==> src/rtl/clk_div_pkg.sv <==
// ============================================================================
//  clk_div_pkg : shared defaults and divisor clamp for the clock divider
//  Rev 1.0
// ============================================================================
`default_nettype none

package clk_div_pkg;

   localparam int c_CNT_W    = 16;
   localparam int c_DEF_DIV  = 1000;
   localparam int c_DEF_HIGH = 500;

   // A divided clock needs at least one high and one low cycle.
   function automatic logic [31:0] eff_div(input logic [31:0] d);
      return (d < 32'd2) ? 32'd2 : d;
   endfunction

endpackage

`default_nettype wire

==> src/rtl/clk_div_chan.sv <==
// ============================================================================
//  clk_div_chan : one divider channel with active/pending settings
//  Rev 1.0
// ============================================================================
`default_nettype none

module clk_div_chan
   import clk_div_pkg::*;
#(
   parameter int CNT_W    = c_CNT_W,
   parameter int DEF_DIV  = c_DEF_DIV,
   parameter int DEF_HIGH = c_DEF_HIGH
) (
   input  logic             clk,
   input  logic             rst,
   input  logic             i_en,
   input  logic             i_load,
   input  logic             i_resync,
   input  logic [CNT_W-1:0] i_div,
   input  logic [CNT_W-1:0] i_high,
   output logic             o_clk,
   output logic             o_tick,
   output logic             o_busy
);

   logic [CNT_W-1:0] r_cnt;
   logic [CNT_W-1:0] r_div_a;
   logic [CNT_W-1:0] r_high_a;
   logic [CNT_W-1:0] r_div_p;
   logic [CNT_W-1:0] r_high_p;
   logic             r_pend;
   logic             r_clk;
   logic             r_tick;

   logic [CNT_W-1:0] w_last;
   logic             w_tc;

   assign w_last = CNT_W'(eff_div(32'(r_div_a)) - 32'd1);
   assign w_tc   = (r_cnt == w_last) | ~i_en | i_resync;

   always_ff @(posedge clk or posedge rst) begin
      if (rst) begin
         r_cnt    <= '0;
         r_div_a  <= CNT_W'(DEF_DIV);
         r_high_a <= CNT_W'(DEF_HIGH);
         r_div_p  <= CNT_W'(DEF_DIV);
         r_high_p <= CNT_W'(DEF_HIGH);
         r_pend   <= 1'b0;
         r_clk    <= 1'b0;
         r_tick   <= 1'b0;
      end else begin
         if (w_tc) begin
            r_cnt <= '0;
         end else begin
            r_cnt <= r_cnt + CNT_W'(1);
         end

         // Settings pending before this cycle apply at the boundary; a load in
         // the same cycle only refills the pending slot.
         if (w_tc && r_pend) begin
            r_div_a  <= r_div_p;
            r_high_a <= r_high_p;
         end

         if (i_load) begin
            r_div_p  <= i_div;
            r_high_p <= i_high;
            r_pend   <= 1'b1;
         end else if (w_tc) begin
            r_pend   <= 1'b0;
         end

         r_clk  <= i_en & (r_cnt < r_high_a);
         r_tick <= i_en & (r_cnt == '0);
      end
   end

   assign o_clk  = r_clk;
   assign o_tick = r_tick;
   assign o_busy = r_pend;

endmodule

`default_nettype wire

==> src/rtl/clk_divider_multi.sv <==
// ============================================================================
//  clk_divider_multi : NUM_CH independent programmable clock dividers
//  Rev 1.0
// ============================================================================
`default_nettype none

module clk_divider_multi
   import clk_div_pkg::*;
#(
   parameter int NUM_CH   = 4,
   parameter int CNT_W    = c_CNT_W,
   parameter int DEF_DIV  = c_DEF_DIV,
   parameter int DEF_HIGH = c_DEF_HIGH
) (
   input  logic                    clk_in,
   input  logic                    rst,
   input  logic [NUM_CH-1:0]       en,
   input  logic [NUM_CH*CNT_W-1:0] div,
   input  logic [NUM_CH*CNT_W-1:0] high,
   input  logic [NUM_CH-1:0]       load,
   input  logic                    resync,
   output logic [NUM_CH-1:0]       clk_out,
   output logic [NUM_CH-1:0]       tick,
   output logic [NUM_CH-1:0]       busy
);

   for (genvar gi = 0; gi < NUM_CH; gi++) begin : g_ch
      clk_div_chan #(
         .CNT_W    (CNT_W),
         .DEF_DIV  (DEF_DIV),
         .DEF_HIGH (DEF_HIGH)
      ) u_chan (
         .clk      (clk_in),
         .rst      (rst),
         .i_en     (en[gi]),
         .i_load   (load[gi]),
         .i_resync (resync),
         .i_div    (div[gi*CNT_W +: CNT_W]),
         .i_high   (high[gi*CNT_W +: CNT_W]),
         .o_clk    (clk_out[gi]),
         .o_tick   (tick[gi]),
         .o_busy   (busy[gi])
      );
   end

endmodule

`default_nettype wire

==> config.mk <==
export PLATFORM = sky130hd
export DESIGN_NAME = clk_divider_multi
export DESIGN_NICKNAME = d
export VERILOG_FILES = /design/src/rtl/clk_div_pkg.sv /design/src/rtl/clk_div_chan.sv /design/src/rtl/clk_divider_multi.sv
export SDC_FILE = /design/constraint.sdc
export NUM_CORES = 1
export LEC_CHECK = 0
export ABC_AREA = 1
export BUFFER_PORTS_ARGS = -buffer_cell sky130_fd_sc_hd__clkbuf_2
export CORE_ASPECT_RATIO = 0.8
export CORE_UTILIZATION = 30
export DETAILED_ROUTE_END_ITERATION = 12
export GPL_TIMING_DRIVEN = 0
export HOLD_SLACK_MARGIN = 0.06
export SETUP_SLACK_MARGIN = 0.1
export SYNTH_ARGS = -nofsm -noshare
export SYNTH_HDL_FRONTEND = slang
export SYNTH_SLANG_ARGS = --single-unit
==> constraint.sdc <==
create_clock -name clk_in -period 13.6 [get_ports clk_in]
set_input_delay 2.72 -clock clk_in [delete_from_list [all_inputs] [get_ports clk_in]]
set_output_delay 2.72 -clock clk_in [all_outputs]
set_load 0.02 [all_outputs]
# == Word-level counts from Yosys, hierarchy flattened ==
# Index checks and enable logic that the tools add are counted.
# op_classes
n_addsub,8
n_lt_le_gt_ge,8
eq_ne,4
muxes,16
bitwise_logic,20
reduce_logical,12
# ops
cell,count
two-way mux 16 bit,8
adder 16 x 1 -> 16 bit (second input constant),4
== test 16 bit,4
zero test 16 bit,4
less-than comparator 16 bit,4
less-than comparator 16 x 2 -> 1 bit (second input constant),4
subtractor 16 x 1 -> 16 bit (second input constant),4
AND 1 bit,8
two-way mux 1 bit,8
OR 1 bit,8
nonzero test 2 bit,4
logical AND 1 bit,4
inverter 1 bit,4
# word_totals
reg_bits,332
inputBits,139
wordCells,100

# == Longest topological paths before layout ==
# logic_depth
depth_word,8
ltp_mapped,21
mapped_depth_nobuf,20

# == Modules after synthesis ==
# From an unflattened synthesis, not the netlist that was laid out.
# hier_totals
cells_unflattened,2196
hier_area_um2,18622.9
# by_module_without_submodules
mod,n_inst,cells_per_inst,area_per_inst_um2
clk_div_chan,4,549,4655.7

# == Worst setup path before layout ==
# OpenSTA, ideal clock, no wires.
# synth_path
path_type,input to register
from,in resync
to,reg g_ch[2].u_chan.r_cnt[8]
setup_time_ns,0.086
arrival_time_ns,3.437
t_required_ns,13.514
path_slack_ns,10.077
cell_stages,6
n_path_buf,2
path_cell_list,inv_1 > nand2_1 > o21bai_4 > buf_4 > buf_6 > nor3_1
# synth_via
elab_chain_cells,2
# synth_rtl
item,line_no,rtl
"start, declared",clk_divider_multi.sv:21,"input logic resync,"
OR 1 bit,clk_div_chan.sv:39,assign w_tc = (r_cnt == w_last) | ~i_en | i_resync;
two-way mux 16 bit,clk_div_chan.sv:52,if (w_tc) begin
"end signal, assigned",clk_div_chan.sv:55,r_cnt <= r_cnt + CNT_W'(1);
"end, declared",clk_div_chan.sv:26,logic [CNT_W-1:0] r_cnt;
# No other way between the ends.
# A chain may end at the register's enable or synchronous reset.

# == Worst setup path after layout ==
# layout_path
from,reg g_ch[2].u_chan.r_pend
to,out busy[2]
# layout_lines
item,line_no,rtl
"start, declared",clk_div_chan.sv:31,logic r_pend;
"start signal, assigned",clk_div_chan.sv:48,r_pend <= 1'b0;
"start signal, assigned",clk_div_chan.sv:68,r_pend <= 1'b1;
"start signal, assigned",clk_div_chan.sv:70,r_pend <= 1'b0;
"end, declared",clk_divider_multi.sv:24,output logic [NUM_CH-1:0] busy
# No word-level cell between the ends.

==> metrics <==
outcome=finished clean; Avg WL per Cell=13.54 µm; most frequent cells in the layout=nand2_1, dfrtp_1, inv_1; Max Cap Violations=0; PwrDens=131.0 nW/µm²; Synth Cell Area=around 18000 µm²; worst path arrival time=1220 ps; DRC viols=0; Post-Place Setup Slack=9255 ps; Placement Rows=78; Critical Path Max Stage Delay=380 ps; First-pass DRT Iterations=5; initial antenna violation count=0; FF+latch count, synth=approximately 330; Setup CP Type=reg2out; initial drt markers=between 800 and 900; worst path required time=about 11000 ps; setup TNS=0 ps; Crit. End Element=output pin; Fillers=about 6000; clk root buf=clkbuf_16; TritonCTS buffer count=39; syn avg cell area=about 8.1 µm²; Antenna Nets Post-Route=0; gr ovfl total=0; Skew-Pair Late Insertion Delay=about 560 ps; register area share after synthesis=0.4811; Ant. Diodes=0; final setup margin=9660 ps; hold buffer count at CTS=0; delay-heaviest family, CP=flip-flops; worst hold slack=about 460 ps; vias in the first global route=14290; yosys warns=0; I/O pin count=approximately 150; Area Overhead vs Synth=17.81%; post-CTS sizing=0; via density per instance=~4.6; CTS Sinks=332; Cells after Synth=between 2000 and 2500; period utilization=0.2897; global placer's final weighted congestion=~0.86; CP Cell Sequence=buf_4, clkbuf_2; Total Routing Usage GR=0.1482; Distinct cells, synth=between 40 and 50; Design Area, Final=20640 µm²; fin nets=approximately 2600; H-tree depth=2; CTS clk-pin slew, worst paths=60 ps; Placed Area=around 19000 µm²; Worst Hold Class=reg2reg; share of cells above drive strength 1=0.1740; cell count after placement=3080; Non-Filler Instances=between 3000 and 4000; CP Max Fanout=2; Hold Violations, Final=0; Die Width=roughly 270 µm; first-pass GRT wire length=a little over 70000 µm; I/O Buffers=~150; final wirelength=between 40000 and 50000 µm; DIE AREA=59370 µm²; core area=around 57000 µm²; largest net degree at the start of global routing=~120; Final Critical Period=~4000 ps; HPWL after DPL=32490 µm; Slew Limit Fails=0; vias=~14000; Bufs and invs on worst path=2; Slew @ Worst Pin=approximately 740 ps; Worst path slowest cell=dfrtp_1; Initial Utilization=0.3063; startpoint class of the critical path=register; Leak Pwr=about 0.010 µW; CTS tree=done; Finish-stage setup viols=0; relative slew slack=0.5082; Max clock buf depth=3; Highest Clock Rate=0.2538 GHz; Post-CTS Setup Bufs=0; clock skew=approximately 16 ps; RSZ-0062 raised after global routing=false; peak supply drop=0.07463 mV; synthesized net count=between 2000 and 2500; die boundary height=between 200 and 250 µm; commonest non-fill, non-tap cell in the layout=nand2_1
-- where the power goes --
| group | switching, µW | leakage (µW) | internal [µW] |
|---|---|---|---|
| registers | 79.7 | 0.00402 | 1110 |
| clock network | 430 | 0.000675 | 678 |
| logic | 251 | 0.00571 | 159 |
| total | 761 | 0.0104 | 1940 |
-- cell families (layout without fill, tap and decap cells) --
kind of cell,count (synthesis),after routing,share of synthesized area
AO/OA/AOI/OAI,98,98,0.03207
XOR/XNOR,95,95,0.04750
adder cells (fa/ha/maj),72,72,0.05143
buffers and inverters,281,500,0.06957
flip-flops,332,332,0.4811
AND/OR/NAND/NOR,1294,1294,0.3183
-- cell type report --
cell class / instances / area [µm²] / area share
clock inverters: 14 / 202.7 / 0.009822
well taps: 760 / 950.9 / 0.04608
plain buffers: 88 / 494.2 / 0.02395
flip-flops and latches: 332 / 8428 / 0.4084
inverters: 193 / 732.0 / 0.03547
multi-input cells: 1559 / 7870 / 0.3814
repair buffers: 148 / 785.8 / 0.03807
clock buffers: 57 / 1174 / 0.05687
-- cells in the mapped netlist --
master | instances | area (µm²)
nor3_1 | 37 | 185.2
dfrtp_1 | 236 | 5906
nand2_1 | 817 | 3067
nor3b_1 | 13 | 97.59
nand3_1 | 182 | 910.9
nor4_2 | 2 | 25.02
dfstp_2 | 96 | 2522
inv_1 | 187 | 701.9
nand3b_1 | 4 | 30.03
xnor2_1 | 36 | 315.3
nor2_4 | 1 | 11.26
or2_0 | 1 | 6.260
nand2_2 | 7 | 43.79
o21bai_4 | 1 | 18.77
nand3_2 | 13 | 130.1
xor2_1 | 59 | 516.8
a21boi_1 | 1 | 7.510
inv_2 | 6 | 22.52
ha_1 | 72 | 900.9
nand4_1 | 26 | 162.7
nor2_1 | 149 | 559.3
nand4_2 | 3 | 37.54
buf_4 | 18 | 135.1
o21ai_0 | 22 | 110.1
nor2_2 | 12 | 75.07
and3_1 | 1 | 6.260
or2_1 | 2 | 12.51
a21boi_0 | 4 | 30.03
a211oi_1 | 8 | 60.06
nor4b_1 | 1 | 8.760
o211ai_1 | 8 | 60.06
or2_2 | 2 | 12.51
buf_2 | 17 | 85.08
clkbuf_1 | 43 | 161.4
nor3b_2 | 1 | 12.51
nand4_4 | 1 | 21.27
nor4_1 | 8 | 50.05
buf_6 | 10 | 112.6
a21oi_1 | 52 | 260.3
o21bai_1 | 2 | 15.01
nor3_2 | 11 | 110.1
-- metrics by stage --
stage,utilization,power (µW)
final,0.3609,2704
after global placement,0.3357,1598
after floorplan,-,1485
after CTS,0.3609,2748
after global routing,0.3609,2866
after detailed placement,0.3368,1615
-- metal layers --
| metal | vias to the layer above | part of all wire | GRT usage |
|---|---|---|---|
| met5 | - | 0 | 0 |
| met4 | 0 | 0.021 | 0.04326 |
| met1 | 6822 | 0.50 | 0.2149 |
| li1 | 7256 | - | - |
| met3 | 60 | 0.038 | 0.02439 |
| met2 | 211 | 0.44 | 0.2253 |
-- tightest hold or removal path: stages (launching register included) --
cell	delay (ps)
dfstp_2	360
nand2_1	50
nand2_1	40
-- final timing paths --
path	depth (start not counted)	end	slack (ps)	from
worst max register to register	17	g_ch[0].u_chan.r_div_a[0]	10230	g_ch[0].u_chan.r_div_a[10]
worst min register to register	2	g_ch[2].u_chan.r_high_a[7]	460	g_ch[2].u_chan.r_high_a[7]
worst max-delay path	2	busy[2]	9660	g_ch[2].u_chan.o_busy
worst min-delay path	2	g_ch[2].u_chan.r_high_a[7]	460	g_ch[2].u_chan.r_high_a[7]
min in group asynchronous	2	g_ch[1].u_chan.o_clk	2250	rst
max in group asynchronous	3	g_ch[2].u_chan.r_cnt[8]	10270	rst
-- flip-flops by register name, indices dropped and copies added (netlist names) --
signal and flops:
g_ch.u_chan.r_cnt 64, g_ch.u_chan.r_div_a 64, g_ch.u_chan.r_div_p 64, g_ch.u_chan.r_high_a 64
g_ch.u_chan.r_high_p 64, g_ch.u_chan.o_busy 4, g_ch.u_chan.o_clk 4, g_ch.u_chan.o_tick 4
No activity file was read; power rests on OpenSTA's default activity.
